<file path="src/rtl/cellrv32_cpu_cp_fpu_f2i_gen.sv">
// Multi-cycle binary32 -> signed/unsigned integer converter (32-bit, or 64-bit when XLEN=64).
// Define CELLRV32_F2I_BARREL_SHIFT_EN to replace the iterative shifter with a one-cycle barrel shift.
module cellrv32_cpu_cp_fpu_f2i_gen #(
  parameter int XLEN = 32
) (
  input  logic            clk_i,
  input  logic            rstn_i,
  input  logic            start_i,
  input  logic            abort_i,
  input  logic [2:0]      rmode_i,
  input  logic [1:0]      funct_i,
  input  logic            sign_i,
  input  logic [7:0]      exponent_i,
  input  logic [22:0]     mantissa_i,
  input  logic [9:0]      class_i,
  output logic [XLEN-1:0] result_o,
  output logic [4:0]      flags_o,
  output logic            busy_o,
  output logic            done_o
);

  typedef enum logic [2:0] {S_IDLE, S_PREPARE, S_SHIFT, S_ROUND, S_FINALIZE} state_t;
  state_t state_q, state_d;

  logic [2:0]      rmode_q;
  logic            uns_q, w64_q, sign_q;
  logic [7:0]      exp_q;
  logic [22:0]     frac_q;
  logic [9:0]      class_q;
  logic [XLEN-1:0] int_q;
  logic [23:0]     mant_q;
  logic [5:0]      cnt_q;
  logic [XLEN:0]   mag_q;
  logic            inexact_q, ovf_q;

  logic signed [9:0] e_s;
  logic            is_nan, is_inf, is_special, early_ovf;
  logic            guard, sticky, round_up;

  assign e_s        = $signed({2'b00, exp_q}) - 10'sd127;
  assign is_nan     = class_q[8] | class_q[9];
  assign is_inf     = class_q[0] | class_q[7];
  // Anything that is not a (sub)normal number bypasses the shifter with a zero magnitude
  assign is_special = is_nan | is_inf | class_q[3] | class_q[4] |
                      ~(class_q[1] | class_q[2] | class_q[5] | class_q[6]);
  assign early_ovf  = w64_q ? (e_s >= 10'sd64) : (e_s >= 10'sd32);

`ifdef CELLRV32_F2I_BARREL_SHIFT_EN
  logic [XLEN+23:0] shifted;
  assign shifted = {int_q, mant_q} << cnt_q;
`endif

  always_ff @(posedge clk_i or negedge rstn_i) begin
    if (!rstn_i) state_q <= S_IDLE;
    else         state_q <= state_d;
  end

  always_comb begin
    state_d = state_q;
    case (state_q)
      S_IDLE:     if (start_i) state_d = S_PREPARE;
      S_PREPARE:  state_d = (is_special || early_ovf) ? S_FINALIZE : S_SHIFT;
`ifdef CELLRV32_F2I_BARREL_SHIFT_EN
      S_SHIFT:    state_d = S_ROUND;
`else
      S_SHIFT:    if (cnt_q == 6'd0) state_d = S_ROUND;
`endif
      S_ROUND:    state_d = S_FINALIZE;
      S_FINALIZE: state_d = S_IDLE;
      default:    state_d = S_IDLE;
    endcase
    if (abort_i && (state_q != S_IDLE)) state_d = S_IDLE;
  end

  always_comb begin
    busy_o = (state_q != S_IDLE);
  end

  always_comb begin
    guard  = mant_q[23];
    sticky = |mant_q[22:0];
    case (rmode_q)
      3'b000:  round_up = guard & (sticky | int_q[0]);
      3'b010:  round_up = sign_q & (guard | sticky);
      3'b011:  round_up = ~sign_q & (guard | sticky);
      3'b100:  round_up = guard;
      default: round_up = 1'b0;
    endcase
  end

  // Range check and result formatting on the rounded magnitude
  logic [XLEN:0]   lim_sp, lim_sn, lim_u;
  logic [XLEN-1:0] neg_x, sx, sat_p, sat_n, fin_res;
  logic            range_ovf, nv, pos;
  always_comb begin
    lim_sp    = w64_q ? {2'b00, {(XLEN-1){1'b1}}} : (XLEN+1)'(32'h7FFF_FFFF);
    lim_sn    = lim_sp + 1'b1;
    lim_u     = w64_q ? {1'b1, {XLEN{1'b0}}} : (XLEN+1)'(33'h1_0000_0000);
    if (uns_q) range_ovf = (mag_q >= lim_u) || (sign_q && (mag_q != '0));
    else       range_ovf = sign_q ? (mag_q > lim_sn) : (mag_q > lim_sp);
    nv        = is_nan | is_inf | ovf_q | range_ovf;
    pos       = is_nan | ~sign_q;
    neg_x     = sign_q ? (~mag_q[XLEN-1:0] + 1'b1) : mag_q[XLEN-1:0];
    sx        = XLEN'($signed(neg_x[31:0]));
    sat_p     = uns_q ? {XLEN{1'b1}} :
                (w64_q ? {1'b0, {(XLEN-1){1'b1}}} : XLEN'(32'h7FFF_FFFF));
    sat_n     = uns_q ? {XLEN{1'b0}} :
                (w64_q ? {1'b1, {(XLEN-1){1'b0}}} : XLEN'($signed(32'h8000_0000)));
    if (nv)         fin_res = pos ? sat_p : sat_n;
    else if (w64_q) fin_res = neg_x;
    else            fin_res = sx;
  end

  always_ff @(posedge clk_i or negedge rstn_i) begin
    if (!rstn_i) begin
      rmode_q   <= '0;
      uns_q     <= 1'b0;
      w64_q     <= 1'b0;
      sign_q    <= 1'b0;
      exp_q     <= '0;
      frac_q    <= '0;
      class_q   <= '0;
      int_q     <= '0;
      mant_q    <= '0;
      cnt_q     <= '0;
      mag_q     <= '0;
      inexact_q <= 1'b0;
      ovf_q     <= 1'b0;
    end else begin
      case (state_q)
        S_IDLE: if (start_i) begin
          rmode_q <= rmode_i;
          uns_q   <= funct_i[0];
          w64_q   <= (XLEN == 64) && funct_i[1];
          sign_q  <= sign_i;
          exp_q   <= exponent_i;
          frac_q  <= mantissa_i;
          class_q <= class_i;
          ovf_q   <= 1'b0;
        end
        S_PREPARE: begin
          cnt_q <= '0;
          if (is_special) begin
            mag_q     <= '0;
            inexact_q <= 1'b0;
          end else if (early_ovf) begin
            ovf_q <= 1'b1;
          end else if (e_s >= 10'sd0) begin
            int_q  <= XLEN'(1);
            mant_q <= {frac_q, 1'b0};
            cnt_q  <= e_s[5:0];
          end else if (e_s == -10'sd1) begin
            int_q  <= '0;
            mant_q <= {1'b1, frac_q};
          end else begin
            int_q  <= '0;
            mant_q <= 24'd1;
          end
        end
        S_SHIFT: begin
`ifdef CELLRV32_F2I_BARREL_SHIFT_EN
          {int_q, mant_q} <= shifted;
`else
          if (cnt_q != 6'd0) begin
            int_q  <= {int_q[XLEN-2:0], mant_q[23]};
            mant_q <= {mant_q[22:0], 1'b0};
            cnt_q  <= cnt_q - 6'd1;
          end
`endif
        end
        S_ROUND: begin
          mag_q     <= {1'b0, int_q} + (XLEN+1)'(round_up);
          inexact_q <= guard | sticky;
        end
        default: ;
      endcase
    end
  end

  always_ff @(posedge clk_i or negedge rstn_i) begin
    if (!rstn_i) begin
      result_o <= '0;
      flags_o  <= '0;
      done_o   <= 1'b0;
    end else if ((state_q == S_FINALIZE) && !abort_i) begin
      result_o <= fin_res;
      flags_o  <= {nv, 3'b000, ~nv & inexact_q};
      done_o   <= 1'b1;
    end else begin
      done_o   <= 1'b0;
    end
  end

endmodule

</file>
<file path="config.mk">
export PLATFORM = sky130hd
export DESIGN_NAME = cellrv32_cpu_cp_fpu_f2i_gen
export DESIGN_NICKNAME = d
export VERILOG_FILES = /design/src/rtl/cellrv32_cpu_cp_fpu_f2i_gen.sv
export SDC_FILE = /design/constraint.sdc
export NUM_CORES = 1
export LEC_CHECK = 0
export CORE_MARGIN = 2
export CORE_UTILIZATION = 35
export DETAILED_ROUTE_END_ITERATION = 8
export GPL_ROUTABILITY_DRIVEN = 0
export PLACE_DENSITY_LB_ADDON = 0.2
export SYNTH_ARGS = -nofsm -noshare
export SYNTH_HDL_FRONTEND = slang
export SYNTH_SLANG_ARGS = --single-unit
export TNS_END_PERCENT = 30
</file>
<file path="constraint.sdc">
create_clock -name clk_i -period 6.21 [get_ports clk_i]
set_clock_uncertainty 0.05 [all_clocks]
set_input_delay 1.5525 -clock clk_i [delete_from_list [all_inputs] [get_ports clk_i]]
set_output_delay 1.5525 -clock clk_i [all_outputs]
set_load 0.01 [all_outputs]
</file>
==> flow_summary_export.csv <==
group,metric,value,unit
outcome,status,"complete, no violations",
pwr,p_comb_share,33.9,%
sta,maxSlewViolCount,0,
setup_path,crit_chain,"nor3_1, inv_1, clkdlybuf4s50_1",
global_routing,grt_pass1_wl,35600,µm
cts,cts_hold_buf,0,
synth,postSynthAreaPerCell,9.85,µm²
sta,tightest_slew,1.05,ns
cts,cts_buffer_depth,2,
placement,dp_hpwl,13900,µm
cts,clkSinkCount,181,
synth,synth_area,9160,µm²
synth,synth_warnings,0,
setup_path,startpoint_type,"register",
setup_path,critPathMaxFanout,9,
routing,drt-initial-drc-count,424,
cells_and_area,drive_above_1_share,10.7,%
setup_path,critical_path.endpoint_type,"output port",
synth,ys.flop_type,"dfrtp_1",
synth,synth_most_common_cell,"dfrtp_1",
cts,ctsResizeCount,0,
floorplanning,rows,59,
pwr,swShare,35.2,%
setup_path,cp_slowest_cell,"clkdlybuf4s50_1",
sta,max_freq,280,MHz
synth,yosys.area.top_type,"dfrtp_1",
sta,setup_tns,0,ns
cells_and_area,antenna_cells,0,
pwr,power_switching,1530,µW
global_routing,grt_start_max_net_pins,116,
floorplanning,io_pins,90,
synth,netlist_instances,930,
pwr,clock_power_share,24.3,%
global_routing,grt_pass1_vias,6709,
synth,ys_types,61,
global_routing,grt_overflow_total,0,
cells_and_area,fin_nets,1034,
setup_path,crit_path_max_incr_delay,0.52,ns
setup_path,arrival,1.97,ns
sta,final-hold-violation-count,0,
global_routing,antenna_found_initial,0,
floorplanning,fp.dieW,166,µm
routing,vias,6778,
cells_and_area,utilization,41.7,%
routing,drtPass1Iterations,4,
cts,clk_pin_slew,0.07,ns
global_routing,grt_use_total,15.6,%
synth,synth-seq-cells,181,
routing,wirelength,20700,µm
pwr,ir_drop,0.000173,V
job,maxCapViolations,0,
synth,yosysSeqAreaShare,49.5,%
hold_path,hp-class,"register to register",
cts,cts_tree,"done",
placement,port_buffers,85,
floorplanning,start_util,35.3,%
setup_path,critPathBufInv,2,
cts,worstSkewPairLatency,0.44,ns
pwr,power_frac_seq,41.9,%
setup_path,critPathKind,"register to output port",
sta,slew_headroom,29.8,%
routing,route.detailed.drc,0,
setup_path,r2r_slack,2.65,ns
routing,post_drt_wl_per_cell,15.6,µm
cells_and_area,register_area,4530,µm²
sta,finalCritPeriodShare,57.6,%
floorplanning,die_height,166,µm
sta,fin_crit,3.57,ns
sta,holdWs,0.432,ns
cts,cts_setup_buffers,0,
setup_path,required,4.61,ns
synth,synth.top_cells.by_count,"dfrtp_1, nand2_1, o21ai_0, nand3_1, clkbuf_1",
pwr,p_leak,0.00455,µW
cells_and_area,syn_to_final_growth,17.9,%
synth,netlist.area_leader.share,49.5,%
cts,clock-root-buffer,"clkbuf_16",
cts,cts_inserted_buffers,17,
synth,synth_edf_count,0,
setup_path,crit_family,"buffers and inverters",
sta,setup_viol,0,
cts,cts-htree-levels,4,
floorplanning,coreArea,25900,µm²
synth,async_flop_share,100,%
pwr,power.density,402,nW/µm²
cells_and_area,multiInputGateArea,4290,µm²
pwr,cellInternalPower,2820,µW
floorplanning,dieArea,27500,µm²
routing,avgViaCountPerCell,5.12,
sta,rsz0062_at_grt,"false",
cells_and_area,fillCellCount,2510,
routing,ant_nets,0,
synth,synth_area_leaders,"dfrtp_1, nand2_1, mux2_2",
worst paths after layout:
check / from / endpoint / depth (start not counted)
min: flags_o[0]$_DFFE_PN0P_ / flags_o[0]$_DFFE_PN0P_ / 2
min reg2reg: flags_o[0]$_DFFE_PN0P_ / flags_o[0]$_DFFE_PN0P_ / 2
max: state_q[0]$_DFFE_PN0P_ / busy_o / 3
max in group asynchronous: rstn_i / result_o[14]$_DFFE_PN0P_ / 2
min in group asynchronous: rstn_i / frac_q[8]$_DFFE_PN0P_ / 1
max reg2reg: mag_q[5]$_DFFE_PN0P_ / result_o[19]$_DFFE_PN0P_ / 6
worst min-delay path, cell delays in order, from the launching register on:
cell and delay, ns:
dfrtp_1 0.35, nand2_1 0.05, nand2_1 0.05
stage by stage:
stage | setup slack [ns] | total power (µW) | cells | cell area (µm²)
2_1_floorplan | 2.95 | 2800 | 932 | 9170
3_3_place_gp | 2.27 | 3320 | 1291 | 10200
3_5_place_dp | 2.29 | 3330 | 1291 | 10200
4_1_cts | 2.56 | 4410 | 1323 | 10800
5_1_grt | 2.41 | 4670 | 1323 | 10800
6_report | 2.64 | 4350 | 1323 | 10800
final cells by class:
cell class,count,area share [%]
clock buffers,18,4.07
multi-input cells,665,39.7
well taps,335,3.88
flip-flops and latches,181,41.9
inverters,17,0.591
repair buffers,93,8.56
clock inverters,14,1.26
power groups by stage:
stage / Combinational (µW) / Sequential, µW / Clock [µW]
final: 1470 / 1820 / 1060
after global routing: 1650 / 1880 / 1140
after CTS: 1490 / 1830 / 1090
after detailed placement: 1490 / 1850 / 0
after global placement: 1470 / 1840 / 0
after floorplan: 1010 / 1790 / 0
layer usage:
metal	vias up	wire length [µm]	track usage, %
li1	3446	-	-
met1	3223	10700	22.8
met2	94	9220	23.8
met3	15	550	2.81
met4	0	214	4.31
met5	-	0	0
cells by family after synthesis:
| group | count (synthesis) | share of synthesized area, % |
|---|---|---|
| simple gates | 362 | 19.4 |
| compound gates | 181 | 14.2 |
| flops | 181 | 49.5 |
| buf+inv | 86 | 4.04 |
| xor+xnor | 66 | 6.31 |
| mux | 45 | 5.52 |
| fa+ha+maj | 8 | 1.09 |
| other cells | 1 | 0.0409 |
sequential cells by signal (all words and copies together), names as in the netlist:
name	cells
frac_q	23
done_o	1
flags_o	2
mant_q	24
ovf_q	1
result_o	32
sign_q	1
rmode_q	3
inexact_q	1
exp_q	8
uns_q	1
mag_q	33
int_q	32
state_q	3
cnt_q	6
class_q	10
placed cells by master (no fill, tap or decap), types with 15 or more instances in the layout:
cell type / instances
nand2_1: 145
xor2_1: 39
clkbuf_16: 17
o21ai_0: 69
and3_1: 32
mux2_2: 44
clkdlybuf4s50_1: 84
nand4_1: 15
nor3_1: 17
a221oi_1: 22
a22o_1: 25
nor4_1: 15
dfrtp_1: 181
nand3_1: 61
nor2_1: 32
inv_1: 16
xnor2_1: 27
Power figures use the tool's default switching activity.
